`src/rtl/cp0_pkg.sv`:
```
// cp0 shared constants: register indices, field positions, exception codes.
package cp0_pkg;

  localparam logic [4:0] REG_SR    = 5'd12;
  localparam logic [4:0] REG_CAUSE = 5'd13;
  localparam logic [4:0] REG_EPC   = 5'd14;
  localparam logic [4:0] REG_PRID  = 5'd15;

  localparam int IM_HI  = 15;
  localparam int IM_LO  = 10;
  localparam int EXL    = 1;
  localparam int IE     = 0;
  localparam int BD     = 31;
  localparam int IP_HI  = 15;
  localparam int IP_LO  = 10;
  localparam int EXC_HI = 6;
  localparam int EXC_LO = 2;

  localparam logic [4:0] INT  = 5'd0;
  localparam logic [4:0] ADEL = 5'd4;
  localparam logic [4:0] ADES = 5'd5;
  localparam logic [4:0] RI   = 5'd10;
  localparam logic [4:0] OV   = 5'd12;

endpackage

```
`src/rtl/cp0_if.sv`:
```
// cp0 pipeline-side bus: mtc0/mfc0 access, victim info, IRQ lines, redirect.
interface cp0_if;
  logic [4:0]  A1;
  logic [4:0]  A2;
  logic [31:0] DIn;
  logic        We;
  logic [31:0] PC;
  logic        BD;
  logic [4:0]  ExcCode;
  logic [5:0]  HWInt;
  logic        EXLClr;
  logic        Req;
  logic [31:0] ExcVec;
  logic [31:0] EPC;
  logic [31:0] DOut;

  modport master (
    output A1, A2, DIn, We, PC, BD,
    output ExcCode, HWInt, EXLClr,
    input  Req, ExcVec, EPC, DOut
  );

  modport slave (
    input  A1, A2, DIn, We, PC, BD,
    input  ExcCode, HWInt, EXLClr,
    output Req, ExcVec, EPC, DOut
  );
endinterface

```
`src/rtl/cp0_reqgen.sv`:
```
// Pending/priority logic: interrupts beat internal exceptions.
// CP0_EXC_EN enables internal exceptions; without it ExcCode is ignored.
module cp0_reqgen
  import cp0_pkg::*;
(
  input  logic       i_rst,
  input  logic [5:0] i_hwint,
  input  logic [5:0] i_im,
  input  logic       i_ie,
  input  logic       i_exl,
  input  logic [4:0] i_exc_code,
  output logic       o_req,
  output logic [4:0] o_code
);

  logic w_int;
  logic w_exc;

  assign w_int = (|(i_hwint & i_im)) & i_ie & ~i_exl;

`ifdef CP0_EXC_EN
  assign w_exc = (i_exc_code != INT) & ~i_exl;
`else
  logic w_unused;
  assign w_unused = ^i_exc_code;
  assign w_exc    = 1'b0;
`endif

  assign o_req = ~i_rst & (w_int | w_exc);

  always_comb begin
    o_code = INT;
    if (!w_int && w_exc) o_code = i_exc_code;
  end

endmodule

```
`src/rtl/cp0.sv`:
```
// Coprocessor-0: SR/Cause/EPC/PRId registers, exception entry and eret.
// Build with CP0_EXC_EN to honour internal exception codes.
module cp0
  import cp0_pkg::*;
#(
  parameter logic [31:0] PRID    = 32'h0000_7A7A,
  parameter logic [31:0] EXC_VEC = 32'h0000_4180
) (
  input  logic  clk,
  input  logic  rst,
  cp0_if.slave  bus
);

  logic [5:0]  r_im;
  logic        r_exl;
  logic        r_ie;
  logic        r_bd;
  logic [5:0]  r_ip;
  logic [4:0]  r_exc;
  logic [31:0] r_epc;

  logic        w_req;
  logic [4:0]  w_code;
  logic [31:0] w_victim;
  logic [31:0] w_sr;
  logic [31:0] w_cause;

  cp0_reqgen u_reqgen (
    .i_rst      (rst),
    .i_hwint    (bus.HWInt),
    .i_im       (r_im),
    .i_ie       (r_ie),
    .i_exl      (r_exl),
    .i_exc_code (bus.ExcCode),
    .o_req      (w_req),
    .o_code     (w_code)
  );

  assign w_victim = bus.BD ? bus.PC - 32'd4 : bus.PC;

  assign w_sr    = {16'b0, r_im, 8'b0, r_exl, r_ie};
  assign w_cause = {r_bd, 15'b0, r_ip, 3'b0, r_exc, 2'b0};

  always_comb begin
    bus.DOut = '0;
    case (bus.A1)
      REG_SR:    bus.DOut = w_sr;
      REG_CAUSE: bus.DOut = w_cause;
      REG_EPC:   bus.DOut = r_epc;
      REG_PRID:  bus.DOut = PRID;
      default:   bus.DOut = '0;
    endcase
  end

  assign bus.Req    = w_req;
  assign bus.ExcVec = EXC_VEC;
  assign bus.EPC    = r_epc;

  always_ff @(posedge clk) begin
    if (rst) begin
      r_im  <= '0;
      r_exl <= 1'b0;
      r_ie  <= 1'b0;
      r_bd  <= 1'b0;
      r_ip  <= '0;
      r_exc <= '0;
      r_epc <= '0;
    end else begin
      r_ip <= bus.HWInt;
      if (w_req) begin
        // exception entry wins over mtc0 and eret
        r_exl <= 1'b1;
        r_exc <= w_code;
        r_bd  <= bus.BD;
        r_epc <= {w_victim[31:2], 2'b00};
      end else begin
        if (bus.We) begin
          case (bus.A2)
            REG_SR: begin
              r_im  <= bus.DIn[IM_HI:IM_LO];
              r_exl <= bus.DIn[EXL];
              r_ie  <= bus.DIn[IE];
            end
            REG_EPC: r_epc <= {bus.DIn[31:2], 2'b00};
            default: ;
          endcase
        end
        if (bus.EXLClr) r_exl <= 1'b0;
      end
    end
  end

endmodule

```
`src/flat_wrapper.sv`:
```
// flat-port wrapper written by rule: the top's interface ports become plain ports
module cp0_flat import cp0_pkg::*;
#(
  parameter logic [31:0] PRID    = 32'h0000_7A7A,
  parameter logic [31:0] EXC_VEC = 32'h0000_4180
)
  (clk, rst, bus_A1, bus_A2, bus_DIn, bus_We, bus_PC, bus_BD, bus_ExcCode, bus_HWInt, bus_EXLClr, bus_Req, bus_ExcVec, bus_EPC, bus_DOut);
  cp0_if bus_i ();
  input  logic clk;
  input  logic rst;
  input wire logic [$bits(bus_i.A1)-1:0] bus_A1;
  input wire logic [$bits(bus_i.A2)-1:0] bus_A2;
  input wire logic [$bits(bus_i.DIn)-1:0] bus_DIn;
  input wire logic [$bits(bus_i.We)-1:0] bus_We;
  input wire logic [$bits(bus_i.PC)-1:0] bus_PC;
  input wire logic [$bits(bus_i.BD)-1:0] bus_BD;
  input wire logic [$bits(bus_i.ExcCode)-1:0] bus_ExcCode;
  input wire logic [$bits(bus_i.HWInt)-1:0] bus_HWInt;
  input wire logic [$bits(bus_i.EXLClr)-1:0] bus_EXLClr;
  output wire logic [$bits(bus_i.Req)-1:0] bus_Req;
  output wire logic [$bits(bus_i.ExcVec)-1:0] bus_ExcVec;
  output wire logic [$bits(bus_i.EPC)-1:0] bus_EPC;
  output wire logic [$bits(bus_i.DOut)-1:0] bus_DOut;
  assign bus_i.A1 = bus_A1;
  assign bus_i.A2 = bus_A2;
  assign bus_i.DIn = bus_DIn;
  assign bus_i.We = bus_We;
  assign bus_i.PC = bus_PC;
  assign bus_i.BD = bus_BD;
  assign bus_i.ExcCode = bus_ExcCode;
  assign bus_i.HWInt = bus_HWInt;
  assign bus_i.EXLClr = bus_EXLClr;
  assign bus_Req = bus_i.Req;
  assign bus_ExcVec = bus_i.ExcVec;
  assign bus_EPC = bus_i.EPC;
  assign bus_DOut = bus_i.DOut;
  cp0 #(.PRID(PRID), .EXC_VEC(EXC_VEC)) u_core (.clk(clk), .rst(rst), .bus(bus_i));
endmodule
```
`config.mk`:
```
export PLATFORM = sky130hd
export DESIGN_NAME = cp0_flat
export DESIGN_NICKNAME = d
export VERILOG_FILES = /design/src/rtl/cp0_pkg.sv /design/src/rtl/cp0_if.sv /design/src/rtl/cp0_reqgen.sv /design/src/rtl/cp0.sv /design/src/flat_wrapper.sv
export SDC_FILE = /design/constraint.sdc
export NUM_CORES = 1
export LEC_CHECK = 0
export CAP_MARGIN = 10
export CORE_MARGIN = 3
export CORE_UTILIZATION = 36
export CTS_BUF_LIST = sky130_fd_sc_hd__clkbuf_16
export CTS_CLUSTER_SIZE = 10
export DETAILED_ROUTE_END_ITERATION = 6
export GPL_TIMING_DRIVEN = 0
export PLACE_DENSITY = 0.82
export SLEW_MARGIN = 20
export SYNTH_ARGS = -nofsm -noshare
export SYNTH_HDL_FRONTEND = slang
export SYNTH_HIERARCHICAL = 1
export SYNTH_SLANG_ARGS = --single-unit
```
`constraint.sdc`:
```
create_clock -name clk -period 2.4 [get_ports clk]
set_input_delay 0.36 -clock clk [delete_from_list [all_inputs] [get_ports clk]]
set_output_delay 0.36 -clock clk [all_outputs]
set_load 0.1 [all_outputs]
```
* Word level (Yosys, flattened, before mapping) *
Index checks and enable logic that the tools add are counted.

word-level totals
  output and inout bits = 97
  register bits after elaboration = 45
  memories = 0
  memory bits (writable) = 0
  latch bits = 0
  bits of input ports = 90
  word-level logic and storage cells = 37
  memory bits (read-only) = 0

operators by class
  add/sub/neg operators = 1
  bitwise logic cells = 7
  multipliers = 0
  divide/modulo/power cells = 0
  shift-type cells = 0
  $lt $le $gt $ge = 0
  reductions and logical operators = 8
  eq/ne operators = 6
  muxes and demuxes = 9

operators by type and width
  operator                                             number
  2-to-1 mux 32 bit                                    4
  case mux 32 bit (4 select lines)                     1
  subtractor 32 x 3 -> 32 bit, second input constant   1
  equality test 5 x 4 -> 1 bit, second input constant  6
  bitwise AND 6 bit                                    1
  nonzero test 3 bit                                   2
  OR reduction 6 bit                                   1
  2-to-1 mux 1 bit                                     4
  AND reduction 2 bit                                  2
  nonzero test 2 bit                                   2
  bitwise AND 1 bit                                    3
  NOT 1 bit                                            3
  AND reduction 3 bit                                  1

* Logic depth before layout (Yosys ltp) *
  depth after elaboration = 7
  gate-level depth with buffers = 9
  depth with buffers taken out = 7

* By module *
The synthesis kept the hierarchy.

by module, submodules not included
  module      sequential area each (µm²)  cells each  area each (µm²)  instances
  cp0         1001.0                      415         3358.2           1
  cp0_reqgen  0.0                         12          85.1             1

* Worst setup path before layout *
OpenSTA, ideal clock, no wires.

  kind = flip-flop to output port
  from = register u_core.r_epc[11] (netlist: u_core/bus.EPC[11])
  to = output bus_DOut[11]
  stages on the path, launching flop included = 3
  slack = -1.074 ns
  buffers on the path = 0
  required time = 2.040 ns
  arrival = 3.114 ns
  cells stage by stage = dfxtp_1 -> nor2_1 -> nor3_1

on the way
  longest elaborated chain between the ends = 1

RTL lines
  element                           RTL line            source
  start: declaration                cp0.sv:20           logic [31:0] r_epc;
  start signal: assignment          cp0.sv:75           r_epc <= {w_victim[31:2], 2'b00};
  start signal: assignment          cp0.sv:84           REG_EPC: r_epc <= {bus.DIn[31:2], 2'b00};
  case mux 32 bit (4 select lines)  cp0.sv:46           case (bus.A1)
  end: declaration                  flat_wrapper.sv:23  output wire logic [$bits(bus_i.DOut)-1:0] bus_DOut;

Every way passes these cells.

* Final worst setup path *
  from = input bus_PC[4]
  to = register u_core.r_epc[23] (netlist: u_core/bus.EPC[23])

on the way
  longest elaborated chain between the ends = 3

RTL lines
  element                      RTL line            source
  start: declaration           flat_wrapper.sv:15  input wire logic [$bits(bus_i.PC)-1:0] bus_PC;
  subtractor 32 x 3 -> 32 bit  cp0.sv:39           assign w_victim = bus.BD ? bus.PC - 32'd4 : bus.PC;
  2-to-1 mux 32 bit            cp0.sv:39
  2-to-1 mux 32 bit            cp0.sv:70           if (w_req) begin

Every way passes these cells.
A chain may end at the register's enable or synchronous reset.

==> metrics <==
result of the run complete, no violations; synthesized-area fraction occupied by and/or/nand/nor cells 26.8%; Synth warnings 6; largest family of logic cells by synthesized area simple AND/OR/NAND/NOR gates; Final Max Slew Viols 0; sum of met2 wire segment lengths after detailed routing 6220 um; total routed wirelength 12,800 um; clock-pin slew of the registers on the worst-case setup and hold paths 0.07 ns; worst reg2reg setup slack 0.34 ns; CP max FO 10; die area 10,800 sq um; x dimension of the die slightly above 100 um; Top-Level Pins 187; highest metal layer with signal wires met4; clock latency on the worst-skew pair 0.28 ns; total number of vias 4,031; top_reg_cell synth sky130_fd_sc_hd__dfxtp_1; average instance area after synthesis 8.06 sq um; setup repair after global routing missed its margin yes; reg-to-reg startpoint u_core/r_im[0]; initial antenna violation count 0; final weighted congestion in routability-driven placement between 0.8 and 0.9; total routing usage reported by global routing 23.1%; Worst Max-Slew Pin Slew 1.00 ns; DR iter-0 viols 190; series of cell instances along the critical path clkdlybuf4s50_1 -> or4b_4 -> or3_4 -> buf_6 -> or3_1 -> a311oi_2; vias per std cell 5.40; number of CTS-inserted buffers 5; post-synthesis instance area between 3000 and 4000 sq um; Slew headroom 33.0%; Cells after DPL 736; Routed Antenna Nets 0; share of the synthesized area in compound gates (AO/OA/AOI/OAI) 22.2%; leakage power of the design 2.16 nW; share of the synthesized netlist area taken by xor and xnor gates 3.05%; y dimension of the die 104 um; drt drc 0; number of distinct library cells after synthesis 45; share of cells above drive strength 1 a little over a fifth; type of the worst min-delay path input port to register; Fmax achieved 420 MHz; number of cells on the worst reg-to-reg path 8; Req. time, crit path 2.59 ns; top post-synthesis cells by count sky130_fd_sc_hd__dfxtp_1, sky130_fd_sc_hd__a211oi_1, sky130_fd_sc_hd__buf_4, sky130_fd_sc_hd__nor2_1, sky130_fd_sc_hd__clkbuf_1; capture endpoint of the worst hold path u_core/r_bd; multiplexer area fraction after synthesis ~4.7%; pin count of the biggest net entering global routing 16; maximum cell stage delay along the critical path around 0.51 ns; final number of hold-violating endpoints 0; count of max-cap constraint violations 0; Longest Clk Path Bufs 2; number of input and output port buffers inserted 144; Post-synth EDFFs 0; Arr. time, crit path around 2.6 ns; fin cells ~750; hold path start bus_BD; Clock Skews ~0.0037 ns; area added between synthesis and finish 60.5%; type of the worst setup path input port to register; CTS sink cnt 50; placeable core region about 9300 sq um; cell taking the most area after synthesis sky130_fd_sc_hd__dfxtp_1; routed metal-1 wire length 5230 um; total number of placement rows 35; HPWL after detailed placement 9920 um; library cell contributing the largest single delay on the critical path sky130_fd_sc_hd__or4b_4; CTS tree done; total power after layout 2.32 mW; library cell with the highest instance count after synthesis sky130_fd_sc_hd__dfxtp_1; share of synthesized area occupied by flip-flops and latches 29.1%; Adder-Cell Fraction of Synth Area 0.363%; Synth top area share between 20 and 30%; global-route wire length before repair around 21,000 um; ratio of final minimum period to clock period 99.1%; minimum clock period after layout ~2.4 ns; number of search-and-repair iterations in the first detailed-routing pass 5; root buffer cell sky130_fd_sc_hd__clkbuf_16; worst flop-to-flop path endpoint u_core/r_im[3]; overflow left after global routing 0; number of setup violations in the final report 0; total power per unit cell area 419 nW/um^2; effective utilization at floorplan 37.1%; number of synthesized register bits 50; Async S/R FF share, synth 0%; routed wire length on met3 1170 um; via count of the first global-routing pass 4,179; synthesized netlist cell count 427; critical path launch point type input port; Antenna Diode Count 0; element type at the critical path end register; worst voltage drop across the vdd grid 0.267 mV; Post-layout nets 708; top post-synthesis cells by area sky130_fd_sc_hd__dfxtp_1, sky130_fd_sc_hd__a211oi_1, sky130_fd_sc_hd__buf_4, sky130_fd_sc_hd__mux2i_1, sky130_fd_sc_hd__and3_1; hold buffers post-CTS 0; DR WL/cell 17.2 um; H-tree depth 2; hold-critical path depth 3
layout make-up:
| cell class | instances | area (sq um) |
|---|---|---|
| inverter | 4 | 15.0 |
| tap | 129 | 161 |
| sequential | 50 | 1000 |
| clock inverter | 3 | 41.3 |
| buffer | 70 | 449 |
| multi-input combinational | 335 | 2270 |
| fill | 855 | 3760 |
| timing repair buffer | 151 | 1470 |
| clock buffer | 5 | 125 |
kinds of logic (layout without fill, tap and decap cells):
kind of cell | after synthesis | in the layout
other | 3 | 39
multiplexers | 16 | 16
XOR/XNOR | 12 | 12
adder cells (fa/ha/maj) | 1 | 1
AND/OR/NAND/NOR | 162 | 162
flip-flops | 50 | 50
buffers and inverters | 78 | 233
AO/OA/AOI/OAI | 105 | 105
sequential cells by signal (all words and copies together) (netlist names):
| signal | cells |
|---|---|
| u_core/bus.EPC | 30 |
| u_core/r_im | 6 |
| u_core/r_ip | 6 |
| u_core/r_exc | 5 |
| u_core/r_bd | 1 |
| u_core/r_exl | 1 |
| u_core/r_ie | 1 |
power breakdown:
group | internal, mW | switching, mW
sequential | 0.839 | 0.00580
combinational | 0.223 | 0.445
clock | 0.489 | 0.314
total | 1.55 | 0.766
per-layer routing:
layer,GRT usage [%],vias up
met1,29.0,1875
met2,39.9,255
li1,-,1881
met5,0,-
met4,6.46,0
met3,4.92,20
critical path, delay by kind of cell:
| kind | cells | cell delay (ns) |
|---|---|---|
| buffers and inverters | 2 | 0.61 |
| AND/OR/NAND/NOR | 3 | 1.32 |
| AO/OA/AOI/OAI | 1 | 0.28 |
placed cells by master, fill, tap and decap left out, types with 8 or more instances in the layout:
cell,synthesis,routed
sky130_fd_sc_hd__xnor2_1,10,10
sky130_fd_sc_hd__nor2b_1,13,13
sky130_fd_sc_hd__nor2_1,31,30
sky130_fd_sc_hd__o21ai_0,10,10
sky130_fd_sc_hd__dlygate4sd2_1,0,8
sky130_fd_sc_hd__dfxtp_1,50,50
sky130_fd_sc_hd__conb_1,3,39
sky130_fd_sc_hd__mux2i_1,16,16
sky130_fd_sc_hd__clkbuf_1,30,17
sky130_fd_sc_hd__clkdlybuf4s50_1,0,99
sky130_fd_sc_hd__buf_4,40,58
sky130_fd_sc_hd__a211oi_1,41,41
sky130_fd_sc_hd__o31ai_1,12,12
sky130_fd_sc_hd__nand2_1,16,15
sky130_fd_sc_hd__buf_6,3,13
sky130_fd_sc_hd__and3_1,25,24
sky130_fd_sc_hd__a311oi_1,12,10
sky130_fd_sc_hd__and2_1,17,17
sky130_fd_sc_hd__clkbuf_2,0,9
sky130_fd_sc_hd__or4_1,15,13
metrics by stage:
stage / setup WS (ns) / instance area [sq um] / TNS, ns / util, % / hold slack, ns
CTS: -0.0106 / 5480 / -0.0137 / 59.1 / 0.383
floorplan: -0.407 / 3670 / -3.23 / - / 0.460
detailed placement: -1.84 / 5270 / -58.52 / 56.8 / 0.491
global placement: -1.72 / 5270 / -54.98 / 56.8 / 0.478
global route: -0.00946 / 5530 / -0.0148 / 59.5 / 0.395
finish: 0.0215 / 5530 / 0 / 59.5 / 0.403
worst max-delay path by stage:
stage | depth (start not counted) | endpoint | start
2_1_floorplan | 2 | bus_DOut[2] | u_core/bus.EPC[2]
3_3_place_gp | 6 | bus_DOut[21] | bus_A1[4]
5_1_grt | 6 | u_core/bus.EPC[23] | bus_PC[4]
4_1_cts | 5 | bus_DOut[13] | bus_A1[1]
6_report | 6 | u_core/bus.EPC[23] | bus_PC[4]
3_5_place_dp | 6 | bus_DOut[22] | bus_A1[4]
what timing repair did:
item,in CTS,in global routing
endpoints found under the hold margin,0,0
gates cloned,0,0
pin swaps,5,3
setup buffers,7,0
resized for setup,225,25
setup endpoints to repair,66,57
Power figures use the tool's default switching activity.
